==> src/rtl/apple_iie_keyboard_encoder.sv <==
// Apple IIe keyboard matrix encoder: column scan, per-scan hit capture, debounce,
// 2-key rollover and auto-repeat, producing a matrix position code and key strobe.
module apple_iie_keyboard_encoder #(
  parameter int unsigned SCAN_DIV       = 16,
  parameter int unsigned DEBOUNCE_SCANS = 32,
  parameter int unsigned REPEAT_DELAY   = 3400,
  parameter int unsigned REPEAT_RATE    = 427
) (
  input  logic       clk_phi_0,
  input  logic       reset_n,
  output logic [9:0] x_n,
  input  logic [7:0] y_n,
  input  logic       shift_n,
  input  logic       ctrl_n,
  output logic [6:0] key_code,
  output logic       key_shift,
  output logic       key_ctrl,
  output logic       kstrb,
  output logic       akd
);
  localparam int unsigned NUM_COLS = 10;
  localparam int unsigned DIV_W    = $clog2(SCAN_DIV);
  localparam int unsigned DEB_W    = $clog2(DEBOUNCE_SCANS + 1);
  localparam int unsigned RPT_W    = 12;

  typedef enum logic [1:0] {IDLE, DEBOUNCE, HELD, REPEAT} state_t;

  state_t           state, state_next;
  logic [DIV_W-1:0] div;
  logic [3:0]       col, col_next;
  logic             sample_c, scan_done_c;

  logic [6:0]       cand, cand_next;
  logic [DEB_W-1:0] deb, deb_next, deb_inc;
  logic [RPT_W-1:0] rpt, rpt_next, rpt_inc;
  logic [6:0]       code_next;
  logic             shift_next, ctrl_next, kstrb_next, akd_next, accept;

  logic             found_any, found_any_c;
  logic [6:0]       first_code, first_code_c;
  logic             locked_seen, locked_seen_c;
  logic             cand_seen, cand_seen_c;
  logic             other_found, other_found_c;
  logic [6:0]       other_code, other_code_c;
  logic [7:0]       hits_c, locked_mask_c, other_hits_c;

  function automatic logic [2:0] lowest_row(input logic [7:0] hits);
    lowest_row = 3'd0;
    for (int r = 7; r >= 0; r--) begin
      if (hits[r]) lowest_row = 3'(r);
    end
  endfunction

  // Scan timing: y_n is only trusted in the last cycle of each column slot
  assign sample_c    = (div == DIV_W'(SCAN_DIV - 1));
  assign scan_done_c = sample_c && (col == 4'(NUM_COLS - 1));
  assign col_next    = sample_c ? ((col == 4'(NUM_COLS - 1)) ? 4'd0 : col + 4'd1) : col;

  // Per-scan hit accumulation, folding in the current sample
  assign hits_c        = ~y_n;
  assign locked_mask_c = (col == key_code[6:3]) ? (8'd1 << key_code[2:0]) : 8'd0;
  assign other_hits_c  = hits_c & ~locked_mask_c;

  assign found_any_c   = found_any | (sample_c & (|hits_c));
  assign first_code_c  = (!found_any && sample_c && (|hits_c)) ? {col, lowest_row(hits_c)}
                                                                : first_code;
  assign locked_seen_c = locked_seen | (sample_c & (|(hits_c & locked_mask_c)));
  assign cand_seen_c   = cand_seen | (sample_c && (col == cand[6:3]) && hits_c[cand[2:0]]);
  assign other_found_c = other_found | (sample_c & (|other_hits_c));
  assign other_code_c  = (!other_found && sample_c && (|other_hits_c))
                           ? {col, lowest_row(other_hits_c)} : other_code;

  assign deb_inc = (deb == DEB_W'(DEBOUNCE_SCANS)) ? deb : deb + DEB_W'(1);
  assign rpt_inc = (&rpt) ? rpt : rpt + RPT_W'(1);

  always_ff @(posedge clk_phi_0 or negedge reset_n) begin
    if (!reset_n) begin
      div         <= '0;
      col         <= '0;
      x_n         <= 10'h3FF;
      found_any   <= 1'b0;
      first_code  <= '0;
      locked_seen <= 1'b0;
      cand_seen   <= 1'b0;
      other_found <= 1'b0;
      other_code  <= '0;
    end else begin
      div <= sample_c ? '0 : div + DIV_W'(1);
      col <= col_next;
      x_n <= ~(10'd1 << col_next);
      if (scan_done_c) begin
        found_any   <= 1'b0;
        first_code  <= '0;
        locked_seen <= 1'b0;
        cand_seen   <= 1'b0;
        other_found <= 1'b0;
        other_code  <= '0;
      end else begin
        found_any   <= found_any_c;
        first_code  <= first_code_c;
        locked_seen <= locked_seen_c;
        cand_seen   <= cand_seen_c;
        other_found <= other_found_c;
        other_code  <= other_code_c;
      end
    end
  end

  always_ff @(posedge clk_phi_0 or negedge reset_n) begin
    if (!reset_n) begin
      state     <= IDLE;
      cand      <= '0;
      deb       <= '0;
      rpt       <= '0;
      key_code  <= '0;
      key_shift <= 1'b0;
      key_ctrl  <= 1'b0;
      kstrb     <= 1'b0;
      akd       <= 1'b0;
    end else begin
      state     <= state_next;
      cand      <= cand_next;
      deb       <= deb_next;
      rpt       <= rpt_next;
      key_code  <= code_next;
      key_shift <= shift_next;
      key_ctrl  <= ctrl_next;
      kstrb     <= kstrb_next;
      akd       <= akd_next;
    end
  end

  // Key FSM, advanced once per full scan; release of the locked key beats rollover
  always_comb begin
    state_next = state;
    cand_next  = cand;
    deb_next   = deb;
    rpt_next   = rpt;
    code_next  = key_code;
    shift_next = key_shift;
    ctrl_next  = key_ctrl;
    kstrb_next = 1'b0;
    akd_next   = akd;
    accept     = 1'b0;
    if (scan_done_c) begin
      unique case (state)
        IDLE: begin
          if (found_any_c) begin
            cand_next  = first_code_c;
            deb_next   = DEB_W'(1);
            state_next = DEBOUNCE;
            accept     = (DEBOUNCE_SCANS == 1);
          end
        end
        DEBOUNCE: begin
          if (cand_seen_c) begin
            deb_next = deb_inc;
            accept   = (deb_inc == DEB_W'(DEBOUNCE_SCANS));
          end else begin
            state_next = IDLE;
            akd_next   = 1'b0;
          end
        end
        HELD, REPEAT: begin
          if (!locked_seen_c) begin
            state_next = IDLE;
            akd_next   = 1'b0;
          end else if (other_found_c) begin
            cand_next  = other_code_c;
            deb_next   = DEB_W'(1);
            state_next = DEBOUNCE;
            accept     = (DEBOUNCE_SCANS == 1);
          end else begin
            rpt_next = rpt_inc;
            if (rpt_inc == ((state == HELD) ? RPT_W'(REPEAT_DELAY) : RPT_W'(REPEAT_RATE))) begin
              kstrb_next = 1'b1;
              rpt_next   = '0;
              state_next = REPEAT;
            end
          end
        end
        default: state_next = IDLE;
      endcase
      if (accept) begin
        code_next  = cand_next;
        shift_next = ~shift_n;
        ctrl_next  = ~ctrl_n;
        kstrb_next = 1'b1;
        akd_next   = 1'b1;
        rpt_next   = '0;
        state_next = HELD;
      end
    end
  end

endmodule
==> config.mk <==
export PLATFORM = sky130hd
export DESIGN_NAME = apple_iie_keyboard_encoder
export DESIGN_NICKNAME = d
export VERILOG_FILES = /design/src/rtl/apple_iie_keyboard_encoder.sv
export SDC_FILE = /design/constraint.sdc
export NUM_CORES = 1
export LEC_CHECK = 0
export ABC_CLOCK_PERIOD_IN_PS = 2700
export BUFFER_PORTS_ARGS = -buffer_cell sky130_fd_sc_hd__buf_2
export CORE_MARGIN = 1
export CORE_UTILIZATION = 61
export CTS_CLUSTER_SIZE = 24
export DETAILED_ROUTE_END_ITERATION = 16
export MAX_ROUTING_LAYER = met4
export PLACE_DENSITY = 0.86
export SYNTH_ARGS = -nofsm -noshare
export SYNTH_HDL_FRONTEND = slang
export SYNTH_SLANG_ARGS = --single-unit
==> constraint.sdc <==
create_clock -name clk_phi_0 -period 2.7 [get_ports clk_phi_0]
set_input_delay 0.405 -clock clk_phi_0 [delete_from_list [all_inputs] [get_ports clk_phi_0]]
set_output_delay 0.405 -clock clk_phi_0 [all_outputs]
set_load 0.1 [all_outputs]
After elaboration in Yosys (flattened, before gate mapping)

Index checks and enable logic that the tools add are counted.

Add/subtract/negate cells: 4
Order comparisons: 1
Equal/unequal tests: 19
Shift-type cells: 2
Mux-type cells: 67
Bitwise gates (word level): 14
Reduce and logical (&&, ||, !) cells: 24

Operators with widths:

| cell                  | number |
|---|---|
| $mux 12               | 7 |
| $mux 7                | 7 |
| $mux 3                | 16 |
| $mux 6                | 5 |
| $reduce_or 8->1       | 3 |
| $pmux 6 s3            | 1 |
| $and 8x8->8           | 2 |
| $mux 1                | 16 |
| $not 8->8             | 2 |
| $pmux 7 s2            | 1 |
| $add 12x1->12 const B | 1 |
| $eq 12x12->1          | 1 |
| $eq 6x6->1 const B    | 2 |
| $mux 2                | 6 |
| $mux 4                | 3 |
| $reduce_and 12->1     | 1 |
| $reduce_and 4->1      | 3 |
| $not 10->10           | 1 |
| $shl 1x4->10 const A  | 1 |
| $ne 3x3->1 const B    | 3 |
| $add 4x1->4 const B   | 2 |
| $eq 4x4->1            | 2 |
| $eq 4x4->1 const B    | 2 |
| $mux 8                | 1 |
| other kinds (23)      | 42 |

Register bits: 74
Input port bits: 12
Output and inout bits: 21
Word-level logic and storage cells: 149

Logic depth before layout (Yosys ltp)

Depth in word-level cells: 16
Mapped depth: 11
Gate-level depth less buffers: 10

Least setup slack after synthesis

No wires, ideal clock.

Kind: register to register
From: register key_code[1]
To: register key_code[4]
Library setup time: 126 ps
Arrival: 2818 ps
Data required time: 2574 ps
Path slack: -244 ps
Stages on the path, launching flop included: 11
Buffers on the path: 2
Period minus slack after synthesis: 2944 ps
Cell sequence: dfrtp_1 clkbuf_1 nor2b_1 a22oi_1 o31ai_2 nand2_1 o21a_1 buf_2 a22oi_1 o21ai_1 mux2_2

Word-level cells in the longest chain between the ends: 10
Elaborated cells between the ends (all ways): 16
Classes of those cells: shift: 1; mux: 5; bitwise: 7; reduce/logical: 3

RTL lines:

| element                                          | RTL line | source |
|---|---|---|
| from (decl)                                      | 15       | `output logic [6:0] key_code,` |
| from (signal assigned)                           | 125      | `key_code <= code_next;` |
| $shl 1x3->8 (*)                                  | 61       | `assign locked_mask_c = (col == key_code[6:3]) ? (8'd1 << key_code[2:0]) : 8'd0;` |
| $mux 8 (*)                                       | 61       |  |
| $not 8->8                                        | 62       | `assign other_hits_c = hits_c & ~locked_mask_c;` |
| $and 8x8->8                                      | 62       |  |
| $reduce_or 8->1                                  | 69, 70   |  |
| $and 1x1->1 or $logic_and 1x1->1 (tied branches) | 69, 70   |  |
| $or 1x1->1 or $mux 7 (tied branches)             | 69, 71   |  |
| $mux 7                                           | 168      | `end else if (other_found_c) begin` |
| $mux 7 (*)                                       | 165      | `if (!locked_seen_c) begin` |
| $pmux 7 s2 (*)                                   | 146      | `unique case (state)` |

Every way passes the cells marked *; elsewhere a longest branch is shown, timed or not.
A chain may end at the register's enable or synchronous reset.

Worst setup path after layout

From: register rpt[1]
To: register rpt[0]

Word-level cells in the longest chain between the ends: 8
Elaborated cells between the ends (all ways): 9
Classes of those cells: add/sub: 1; eq/ne: 1; mux: 6; reduce/logical: 1

RTL lines:

| element                                            | RTL line | source |
|---|---|---|
| from (decl)                                        | 35       | `logic [RPT_W-1:0] rpt, rpt_next, rpt_inc;` |
| from (signal assigned)                             | 124      | `rpt <= rpt_next;` |
| $add 12x1->12 or $reduce_and 12->1 (tied branches) | 74       | `assign rpt_inc = (&rpt) ? rpt : rpt + RPT_W'(1);` |
| $mux 12 (*)                                        | 74       |  |
| $eq 12x12->1                                       | 175      | `if (rpt_inc == ((state == HELD) ? RPT_W'(REPEAT_DELAY) : RPT_W'(REPEAT_RATE))) begin` |
| $mux 12 (*)                                        | 175      |  |
| $mux 12 (*)                                        | 168      |  |
| $mux 12 (*)                                        | 165      |  |
| $mux 12 (*)                                        | 146      |  |
| $mux 12 (*)                                        | 184      | `if (accept) begin` |

Every way passes the cells marked *; elsewhere a longest branch is shown, timed or not. The select of a mux whose other input is x is not followed.

==> results.sh <==
export IMPL_grt_overflow_total=0
export IMPL_final_nets=583
export IMPL_worstHoldPathCells=2
export IMPL_max_freq_mhz=380
export IMPL_antenna_left=0
export IMPL_slew_headroom=0.683
export IMPL_clkPwrFrac=0.409
export IMPL_clockBufferDepth=2
export IMPL_final_common_cell="dfrtp_1"
export IMPL_dieWidth_um=87.5
export IMPL_syn_cell_area_mm2=0.00446
export IMPL_wl_mm=12.3
export IMPL_final_core_util=0.766
export IMPL_grt_max_degree=58
export IMPL_power_switching_uw=485
export IMPL_gp_congestion=0.985
export IMPL_ys_seq_area_frac=0.418
export IMPL_cts_sinks=74
export IMPL_final_seq_area_mm2=0.00187
export IMPL_gr_usage_met1=0.446
export IMPL_syn_avg_cell_area_um2=8.89
export IMPL_hp_class="in2reg"
export IMPL_required_ns=2.93
export IMPL_final_cell_mix="dfrtp_1 (57), nor2_1 (52), buf_4 (51)"
export IMPL_drive_above_1_share=0.255
export IMPL_dieArea_mm2=0.00765
export IMPL_cp_start_kind="flip-flop"
export IMPL_gr_max_usage_layer="met2"
export IMPL_cts_root_buffer_cell="clkbuf_8"
export IMPL_dp_slack_ns=-0.108
export IMPL_syn_nets=517
export IMPL_worst_slew_pin_slew_ns=0.471
export IMPL_setup_viol=0
export IMPL_cts_clk_slew_worst_paths_ns=0.07
export IMPL_synth_seq_cells=74
export IMPL_status="completed"
export IMPL_grt_use_met3=0.0682
export IMPL_rrSetupSlack_ns=0.07
export IMPL_vias=4326
export IMPL_comb_power_share=0.050
export IMPL_synth_area_leader_cell="dfrtp_1"
export IMPL_wl_per_cell_um=18.3
export IMPL_met2_usage=0.545
export IMPL_synth_top_cells_by_area="dfrtp_1 (36%), dfstp_2 (5.9%), nor2_1 (4.4%)"
export IMPL_cts_tree="yes"
export IMPL_drt_pass1_iter_count=6
export IMPL_p_seq_frac=0.542
export IMPL_worstPathMaxFanout=12
export IMPL_die_y_um=87.5
export IMPL_yosysWarnings=0
export IMPL_reg2regPathDepth=10
export IMPL_p_int_mw=1.56
export IMPL_ir_drop_uv=340
export IMPL_portBuffers=32
export IMPL_fin_crit_sh=0.973
export IMPL_antenna_cells=0
export IMPL_synthArstFlopShare=1.00
export IMPL_dpl_hpwl_mm=8.71
export IMPL_finalHoldViolations=0
export IMPL_syn2layout_area_growth_pct=18.8
export IMPL_finalMaxSlewViolations=0
export IMPL_multiInputGateArea_mm2=0.00242
export IMPL_timing_final_ws_setup_ns=0.0717
export IMPL_grt_usage=0.347
export IMPL_skew_ns=0.0106
export IMPL_p_total_mw=2.05
export IMPL_dr_first_iter_drc_count=386
export IMPL_criticalPathCategory="reg2reg"
export IMPL_placed_area_mm2=0.00501
export IMPL_power_density_mw_per_mm2=387
export IMPL_drc=0
export IMPL_crit_arrival_ns=2.86
export IMPL_viasPerCell=6.48
export IMPL_maxCapViolCount=0
export IMPL_synth_edf_count=0
export IMPL_yosys_most_used_dff="dfrtp_1"
export IMPL_final_area_mm2=0.00529
export IMPL_numCtsBuffers=9
export IMPL_critPathCaptureType="flip-flop"
export IMPL_coreArea_mm2=0.00691
export IMPL_io_pins=33
export IMPL_yosysTopAreaCellShare=0.359
export IMPL_grt_pass1_vias=3999
export IMPL_antenna_found_initial=0
export IMPL_htreeDepth=3
export IMPL_n_fill_cell=489
export IMPL_sw_frac_of_total=0.237
export IMPL_insertion_delay_ns=0.35
export IMPL_row_count=30
export IMPL_initial_core_util=0.645
export IMPL_grt_pass1_wl_mm=19.6
export IMPL_hold_ws_ns=0.236
export IMPL_syn_inst=501
export IMPL_period_needed_ns=2.63
export IMPL_synth_cell_types=68
export IMPL_p_leak_nw=2.30
routing by layer:
metal,part of all wire,wire length (um)
met5,0,0
met4,0.025,309
met3,0.077,943
met2,0.48,5860
met1,0.42,5140
worst max-delay path: stages, from the launching register on:
cell     delay, ns
dfrtp_1       0.41
ha_1          0.28
nand4_1       0.23
nor3_1        0.19
o21ai_0       0.13
or4_1         0.53
mux2i_1       0.26
a21oi_4       0.17
buf_4         0.17
nand4_1       0.08
nand3_1       0.07
cell type report:
cell class / count / share of cell area
Timing Repair Buffer: 87 / 0.116
Tap cell: 96 / 0.0227
Inverter: 17 / 0.0121
Clock buffer: 11 / 0.0307
Multi-Input combinational cell: 378 / 0.458
Sequential cell: 74 / 0.354
Clock inverter: 5 / 0.00662
stage by stage:
step	instances	TNS, ns
floorplan	501	0
global placement	647	-0.116
detailed placement	647	-0.417
CTS	664	0
global route	668	-0.0749
finish	668	0
flip-flops by register name, summed over array words and instances, names as in the netlist, 2 cells and up:
register	count
rpt	12
x_n	10
cand	7
first_code	7
key_code	7
other_code	7
deb	6
col	4
div	4
state	2
kinds of logic after synthesis:
group,Yosys count,synth area share
AO/OA/AOI/OAI,135,0.200
adder cells (fa/ha/maj),4,0.0112
XOR/XNOR,14,0.0275
AND/OR/NAND/NOR,197,0.225
flip-flops,74,0.418
buffers and inverters,49,0.0463
multiplexers,28,0.0708
Yosys cell counts (all sizes together) (3+ instances only):
cell	count
a21o	4
inv	17
o21a	4
dfstp	10
nand4	12
nor4	3
ha	4
a211oi	7
a22o	6
o211ai	3
nor2	53
nand2	50
xnor2	10
nor3	19
mux2i	18
clkbuf	19
nand3	21
buf	13
nor2b	7
o21ai	46
a32oi	4
a21oi	23
or3	9
mux2	8
o31ai	5
xor2	4
a31oi	7
dfrtp	64
a22oi	8
and3	3
nand2b	5
power groups by stage:
stage               Combinational [mW]  Sequential [mW]  Clock [mW]
global placement                0.0966             1.13           0
finish                           0.102             1.11       0.837
CTS                             0.0998             1.11       0.851
floorplan                       0.0422             1.13           0
detailed placement              0.0979             1.13           0
global route                     0.112             1.11       0.891
worst paths after layout:
path	startpoint	end
max in group asynchronous	reset_n	x_n[6]$_DFF_PN1_
worst min-delay path	ctrl_n	key_ctrl$_DFFE_PN0P_
worst max-delay path	rpt[1]$_DFFE_PN0P_	rpt[0]$_DFFE_PN0P_
worst max register to register	rpt[1]$_DFFE_PN0P_	rpt[0]$_DFFE_PN0P_
worst min register to register	key_shift$_DFFE_PN0P_	key_shift$_DFFE_PN0P_
min in group asynchronous	reset_n	deb[4]$_DFFE_PN0P_
repair_timing:
item | CTS | global route
buffers inserted | 0 | 4
endpoints found under the setup margin | 4 | 15
hold buffers | 1 | 0
hold endpoints to repair | 17 | 0
resized for setup | 1 | 7
pin swaps | 0 | 2
No activity file was read; power rests on OpenSTA's default activity.
